**config.mk**
```make
export PLATFORM = sky130hd
export DESIGN_NAME = bf_uart_tx
export DESIGN_NICKNAME = d
export VERILOG_FILES = /design/src/rtl/bf_io_pkg.sv /design/src/rtl/bf_sync_fifo.sv /design/src/rtl/bf_uart_tx.sv
export SDC_FILE = /design/constraint.sdc
export NUM_CORES = 1
export LEC_CHECK = 0
export BUFFER_PORTS_ARGS = -buffer_cell sky130_fd_sc_hd__buf_4
export CORE_MARGIN = 1.5
export CORE_UTILIZATION = 62
export CTS_CLUSTER_SIZE = 16
export DETAILED_ROUTE_END_ITERATION = 10
export GPL_TIMING_DRIVEN = 0
export PLACE_DENSITY = 0.86
export SETUP_SLACK_MARGIN = 0.4
export SLEW_MARGIN = 30
export SYNTH_ARGS = -nofsm -noshare
export SYNTH_HDL_FRONTEND = slang
export SYNTH_HIERARCHICAL = 1
export SYNTH_SLANG_ARGS = --single-unit
```
**constraint.sdc**
```tcl
create_clock -name clk -period 10.2 [get_ports clk]
set_clock_uncertainty 0.2 [all_clocks]
set_input_delay 0.51 -clock clk [delete_from_list [all_inputs] [get_ports clk]]
set_output_delay 0.51 -clock clk [all_outputs]
set_load 0.05 [all_outputs]
```
**src/rtl/bf_io_pkg.sv**
```systemverilog
// Shared definitions for the brainfuck core's I/O peripherals: the UART
// transmitter state encoding, the character width and the frame lengths of
// both line formats (plain 8N1 and 8E1 with BF_TX_PARITY_EN defined).
package bf_io_pkg;

    localparam int DATA_BITS            = 8;
    localparam int FRAME_BITS_NO_PARITY = 10;
    localparam int FRAME_BITS_PARITY    = 11;

    typedef enum logic [2:0] {
        IDLE,
        START,
        DATA,
        PARITY,
        STOP
    } tx_state_t;

    // Even parity bit for one character: makes the total count of ones even.
    function automatic logic even_parity(input logic [DATA_BITS-1:0] data);
        return ^data;
    endfunction

endpackage

```
**src/rtl/bf_sync_fifo.sv**
```systemverilog
// Generic single-clock FIFO with a first-word-fall-through head: dout always
// shows the oldest entry while the FIFO is non-empty. A push into a full FIFO
// is accepted only when a pop happens on the same edge.
module bf_sync_fifo #(
    parameter int WIDTH      = 8,
    parameter int DEPTH_LOG2 = 4
) (
    input  logic                  clk,
    input  logic                  reset,
    input  logic                  push,
    input  logic                  pop,
    input  logic [WIDTH-1:0]      din,
    output logic [WIDTH-1:0]      dout,
    output logic [DEPTH_LOG2:0]   count,
    output logic                  full,
    output logic                  empty
);

    localparam int DEPTH = 1 << DEPTH_LOG2;
    localparam logic [DEPTH_LOG2:0] DEPTH_COUNT = (DEPTH_LOG2 + 1)'(DEPTH);

    logic [WIDTH-1:0]      mem [DEPTH];
    logic [DEPTH_LOG2-1:0] wr_ptr;
    logic [DEPTH_LOG2-1:0] rd_ptr;
    logic                  do_push;
    logic                  do_pop;

    assign empty   = (count == '0);
    assign full    = (count == DEPTH_COUNT);
    assign do_pop  = pop & ~empty;
    assign do_push = push & (~full | do_pop);
    assign dout    = mem[rd_ptr];

    // Storage array: written at the tail, left unreset so it can map to RAM.
    always_ff @(posedge clk) begin
        if (do_push) begin
            mem[wr_ptr] <= din;
        end
    end

    // Pointers wrap modulo depth; the occupancy counter carries one extra bit
    // so that a full FIFO is distinguishable from an empty one.
    always_ff @(posedge clk) begin
        if (!reset) begin
            wr_ptr <= '0;
            rd_ptr <= '0;
            count  <= '0;
        end else begin
            if (do_push) begin
                wr_ptr <= wr_ptr + 1'b1;
            end
            if (do_pop) begin
                rd_ptr <= rd_ptr + 1'b1;
            end
            case ({do_push, do_pop})
                2'b10:   count <= count + 1'b1;
                2'b01:   count <= count - 1'b1;
                default: count <= count;
            endcase
        end
    end

endmodule

```
**src/rtl/bf_uart_tx.sv**
```systemverilog
// UART transmitter for the brainfuck core's '.' output strobes. Characters
// are queued in a small FIFO and sent as 8N1 frames on tx; when the macro
// BF_TX_PARITY_EN is defined an even parity bit is inserted before the stop
// bit (8E1). Back-to-back frames run with no idle gap while the FIFO has data.
module bf_uart_tx
    import bf_io_pkg::*;
#(
    parameter int CLK_DIV         = 868,
    parameter int FIFO_DEPTH_LOG2 = 4
) (
    input  logic                      clk,
    input  logic                      reset,
    input  logic                      sendingChar,
    input  logic [7:0]                sendedChar,
    output logic                      tx,
    output logic                      busy,
    output logic [FIFO_DEPTH_LOG2:0]  fifo_count,
    output logic                      overflow
);

    localparam int BAUD_W = (CLK_DIV > 2) ? $clog2(CLK_DIV) : 1;
    localparam logic [BAUD_W-1:0] BAUD_RELOAD = BAUD_W'(CLK_DIV - 1);
    localparam logic [2:0]        LAST_BIT    = 3'(DATA_BITS - 1);

    tx_state_t              state;
    tx_state_t              state_n;
    logic [BAUD_W-1:0]      baud_cnt;
    logic [BAUD_W-1:0]      baud_n;
    logic [2:0]             bit_idx;
    logic [2:0]             bit_n;
    logic [DATA_BITS-1:0]   shift_q;
    logic [DATA_BITS-1:0]   shift_n;
    logic                   tx_q;
    logic                   tx_n;
`ifdef BF_TX_PARITY_EN
    logic                   parity_q;
    logic                   parity_n;
`endif

    logic                   fifo_pop;
    logic [DATA_BITS-1:0]   fifo_dout;
    logic                   fifo_full;
    logic                   fifo_empty;
    logic                   baud_done;

    bf_sync_fifo #(
        .WIDTH      (DATA_BITS),
        .DEPTH_LOG2 (FIFO_DEPTH_LOG2)
    ) u_fifo (
        .clk   (clk),
        .reset (reset),
        .push  (sendingChar),
        .pop   (fifo_pop),
        .din   (sendedChar),
        .dout  (fifo_dout),
        .count (fifo_count),
        .full  (fifo_full),
        .empty (fifo_empty)
    );

    assign baud_done = (baud_cnt == '0);
    assign tx        = tx_q;
    assign busy      = (state != IDLE) | (fifo_count != '0);

    // Next-state logic: each non-idle state lasts CLK_DIV cycles; a waiting
    // character is popped from IDLE or straight from the end of STOP, and the
    // registered tx level is derived from the state being entered.
    always_comb begin
        state_n  = state;
        baud_n   = baud_cnt;
        bit_n    = bit_idx;
        shift_n  = shift_q;
        fifo_pop = 1'b0;
        tx_n     = 1'b1;
`ifdef BF_TX_PARITY_EN
        parity_n = parity_q;
`endif

        case (state)
            IDLE: begin
                if (!fifo_empty) begin
                    fifo_pop = 1'b1;
                    shift_n  = fifo_dout;
`ifdef BF_TX_PARITY_EN
                    parity_n = even_parity(fifo_dout);
`endif
                    state_n  = START;
                    baud_n   = BAUD_RELOAD;
                end
            end

            START: begin
                if (baud_done) begin
                    state_n = DATA;
                    baud_n  = BAUD_RELOAD;
                    bit_n   = '0;
                end else begin
                    baud_n = baud_cnt - 1'b1;
                end
            end

            DATA: begin
                if (baud_done) begin
                    baud_n = BAUD_RELOAD;
                    if (bit_idx == LAST_BIT) begin
`ifdef BF_TX_PARITY_EN
                        state_n = PARITY;
`else
                        state_n = STOP;
`endif
                    end else begin
                        bit_n   = bit_idx + 1'b1;
                        shift_n = shift_q >> 1;
                    end
                end else begin
                    baud_n = baud_cnt - 1'b1;
                end
            end

`ifdef BF_TX_PARITY_EN
            PARITY: begin
                if (baud_done) begin
                    state_n = STOP;
                    baud_n  = BAUD_RELOAD;
                end else begin
                    baud_n = baud_cnt - 1'b1;
                end
            end
`endif

            STOP: begin
                if (baud_done) begin
                    if (!fifo_empty) begin
                        fifo_pop = 1'b1;
                        shift_n  = fifo_dout;
`ifdef BF_TX_PARITY_EN
                        parity_n = even_parity(fifo_dout);
`endif
                        state_n  = START;
                        baud_n   = BAUD_RELOAD;
                    end else begin
                        state_n = IDLE;
                        baud_n  = '0;
                    end
                end else begin
                    baud_n = baud_cnt - 1'b1;
                end
            end

            default: begin
                state_n = IDLE;
                baud_n  = '0;
            end
        endcase

        case (state_n)
            START:   tx_n = 1'b0;
            DATA:    tx_n = shift_n[0];
`ifdef BF_TX_PARITY_EN
            PARITY:  tx_n = parity_n;
`endif
            default: tx_n = 1'b1;
        endcase
    end

    // Frame registers; reset aborts any frame in flight and parks tx high.
    always_ff @(posedge clk) begin
        if (!reset) begin
            state    <= IDLE;
            baud_cnt <= '0;
            bit_idx  <= '0;
            shift_q  <= '0;
            tx_q     <= 1'b1;
`ifdef BF_TX_PARITY_EN
            parity_q <= 1'b0;
`endif
        end else begin
            state    <= state_n;
            baud_cnt <= baud_n;
            bit_idx  <= bit_n;
            shift_q  <= shift_n;
            tx_q     <= tx_n;
`ifdef BF_TX_PARITY_EN
            parity_q <= parity_n;
`endif
        end
    end

    // Sticky drop flag: a strobe into a full FIFO with no pop on that edge.
    always_ff @(posedge clk) begin
        if (!reset) begin
            overflow <= 1'b0;
        end else if (sendingChar && fifo_full && !fifo_pop) begin
            overflow <= 1'b1;
        end
    end

endmodule

```
==> metrics.md <==
| Metric | Value |
|---|---|
| Status | finished, final reports clean |
| Relative slew slack | 45.1% |
| Reg area | 4700 um2 |
| Num rows | 39 |
| Async SR Flop Fraction | 0% |
| Hold Crit Class | in -> reg |
| Startpoint Class | register |
| Die Area | 12700 um2 |
| Synthesized area | 7450 um2 |
| Synth cell types | 64 |
| Crit-path max FO | 10 |
| Layout Area Growth over Synthesis | 12.1% |
| Crit path cell chain | or4_4 > buf_6 > nor2_1 > clkbuf_1 > inv_1 > and3_1 > buf_2 > nor2b_1 > o21ai_4 > inv_2 > ha_1 > nand2b_1 > a21oi_1 > or4_1 > nand4_1 |
| Syn_nets | 535 |
| Post-layout min period | 4.04 ns |
| Combinational power share | 34.7% |
| Core area | 11600 um2 |
| Setup violators final | 0 |
| Part of the power in registers | 38.0% |
| Post-synth top area cell | edfxtp_1 |
| Synth top area share | 51.6% |
| Cts hold-fix bufs | 0 |
| Post_cts resized | 0 |
| DIE WIDTH | 113 um |
| Initial Utilization | 64.4% |
| Clock latency on the worst-skew pair | 0.43 ns |
| Max VDD drop | 0.000169 V |
| Worst slew pin tran | 0.817 ns |
| Post-synthesis xor/xnor area fraction | 1.18% |
| Worst Setup Path Type | reg -> reg |
| Main synth FF type | edfxtp_1 |
| Largest net degree at the start of global routing | 17 |
| Leak | 2.88 nW |
| Initial antenna violation count | 0 |
| Share of cells above drive strength 1 | 18.3% |
| Max Cap Viol | 0 |
| Area of the multi-input gates | 2570 um2 |
| Setup TNS | 0 ns |
| Slew Limit Fails | 0 |
| Fin crit share | 39.6% |
| Final GP Congestion | 0.827 |
| Vias in the first global route | 4646 |
| Residual DRC count | 0 |
| Layout fillers | 663 |
| DRT antenna net count | 0 |
| Fin. Hold Viols | 0 |
| Part of the power in the clock network | 27.3% |
| Critical path capture point type | register |
| Post-synthesis sequential area ratio | 63.1% |
| Number of I/O pins | 19 |
| Initial DRC count | 532 |
| Cells after synthesis | 512 |
| Mux contribution to synthesized area | 11.8% |
| Most common cell after layout, fill and taps aside | edfxtp_1 |
| RSZ-0062 raised after global routing | false |
| Vias after detailed routing | 4715 |
| Synth Area in Compound Gates | 8.70% |
| CTS H-tree lvls | 4 |
| # diodes | 0 |
| Routed vias/inst | 6.69 |
| Cell-internal power | 1.51 mW |
| NetSw | 801 uW |
| Largest family of logic cells by synthesized area | multiplexers |
| Total Power | 2.31 mW |
| Yosys warns | 6 |
| Cell Pwr Density | 277 nW/um2 |
| EDFF count, synth | 128 |
| I/O Buffers | 18 |
| FF+latch count, synth | 171 |
| CTS max path bufs | 2 |
| Post-synthesis adder-cell area fraction | 2.12% |
| First-pass GRT wire length | 25800 um |
| DRT Wirelength | 16200 um |
| Simple-gate share of the synthesized area | 10.7% |
| Flop2flop setup slack | 6.16 ns |
| Ranking of synthesized cells by area | edfxtp_1, dfxtp_1, mux4_2 |
| First-pass detailed-route iteration total | 7 |
| Die Height | 113 um |
| Clock Tree Root | clkbuf_16 |
| # clock sinks | 171 |
| Total CTS buffers | 17 |
| Gr usage total | 27.8% |
| Switching portion of total power | 34.6% |
| Worst path max stage delay | 0.56 ns |
| Clock tree from TritonCTS | built |
| CP arrival | 4.20 ns |
| Detailed placement HPWL | 10200 um |
| Peak Freq | 0.248 GHz |
| Clk slew on worst S/H paths | 0.06 ns |
| Total gr overflow | 0 |
| Syn_area_per_cell | 14.6 um2 |
| CP Data Required Time | 10.36 ns |
| Nets | 572 |
| Detailed-route wire length per cell | 23.0 um |
| Worst path slowest cell | or4_4 |
| Setup bufs post-CTS | 0 |
| Most frequent cells in the layout | edfxtp_1, dfxtp_1, nor2_1 |
## kinds of logic after synthesis
| logic type | Yosys count |
|---|---|
| flip-flops | 171 |
| AND/OR/NAND/NOR | 146 |
| AO/OA/AOI/OAI | 84 |
| multiplexers | 48 |
| buffers and inverters | 41 |
| adder cells (fa/ha/maj) | 12 |
| XOR/XNOR | 10 |
## metrics by stage
step | hold slack [ns] | setup slack, ns | cells | instance area, um2 | utilization, %
after global routing | 0.197 | 6.02 | 705 | 8350 | 72.2
after floorplan | 0.244 | 6.52 | 512 | 7450 | -
after global placement | 0.243 | 6.34 | 673 | 7760 | 67.1
final | 0.179 | 6.16 | 705 | 8350 | 72.2
after CTS | 0.171 | 6.22 | 705 | 8350 | 72.2
after detailed placement | 0.256 | 6.23 | 673 | 7760 | 67.1
## final cells by class
type | count | area share, %
plain buffers | 28 | 1.53
flip-flops and latches | 171 | 56.3
clock buffers | 20 | 5.23
clock inverters | 12 | 1.77
repair buffers | 18 | 1.62
multi-input cells | 300 | 30.8
well taps | 143 | 2.14
inverters | 13 | 0.584
## flip-flops by register name (all words and copies together), names as in the netlist, 3 cells and up, named ones only
| signal | cells |
|---|---|
| u_fifo/count | 5 |
| state | 3 |
| bit_idx | 3 |
| u_fifo/mem | 128 |
| baud_cnt | 10 |
| u_fifo/wr_ptr | 4 |
| shift_q | 8 |
| u_fifo/rd_ptr | 4 |
## final timing paths
| check | cells after the start | to | from |
|---|---|---|---|
| max | 15 | u_fifo/count[4] | u_fifo/count[0] |
| min reg2reg | 2 | overflow | overflow |
| max reg2reg | 15 | u_fifo/count[4] | u_fifo/count[0] |
| min | 3 | overflow | sendingChar |
## synthesized netlist by cell type, types with 13 or more instances
library cell	count
edfxtp_1	128
nand2_1	24
a22oi_1	17
clkbuf_1	16
mux2i_1	15
mux4_2	32
dfxtp_1	43
o21ai_0	14
nor2_1	35
and2_1	19
a21oi_1	13
## metal layers
| layer | routed length [um] | global-route usage, % | vias up |
|---|---|---|---|
| li1 | - | - | 2049 |
| met3 | 1050 | 5.35 | 46 |
| met5 | 0 | 0 | - |
| met4 | 575 | 12.9 | 0 |
| met1 | 6430 | 36.9 | 2368 |
| met2 | 8180 | 44.9 | 252 |
## critical path, delay by kind of cell, from the launching register on
family | cells | cell delay (ns)
and+or+nand+nor | 7 | 1.80
buffers and inverters | 5 | 1.03
DFF | 1 | 0.39
adders and majority gates | 1 | 0.32
AOI/OAI and AO/OA | 2 | 0.23
## power groups by stage
stage / Sequential (mW) / Combinational, mW / Clock, mW
after floorplan: 0.910 / 0.571 / 0
final: 0.880 / 0.803 / 0.632
after global routing: 0.888 / 0.864 / 0.667
after detailed placement: 0.891 / 0.776 / 0
after global placement: 0.883 / 0.741 / 0
after CTS: 0.877 / 0.792 / 0.637
No activity file was read; power rests on OpenSTA's default activity.
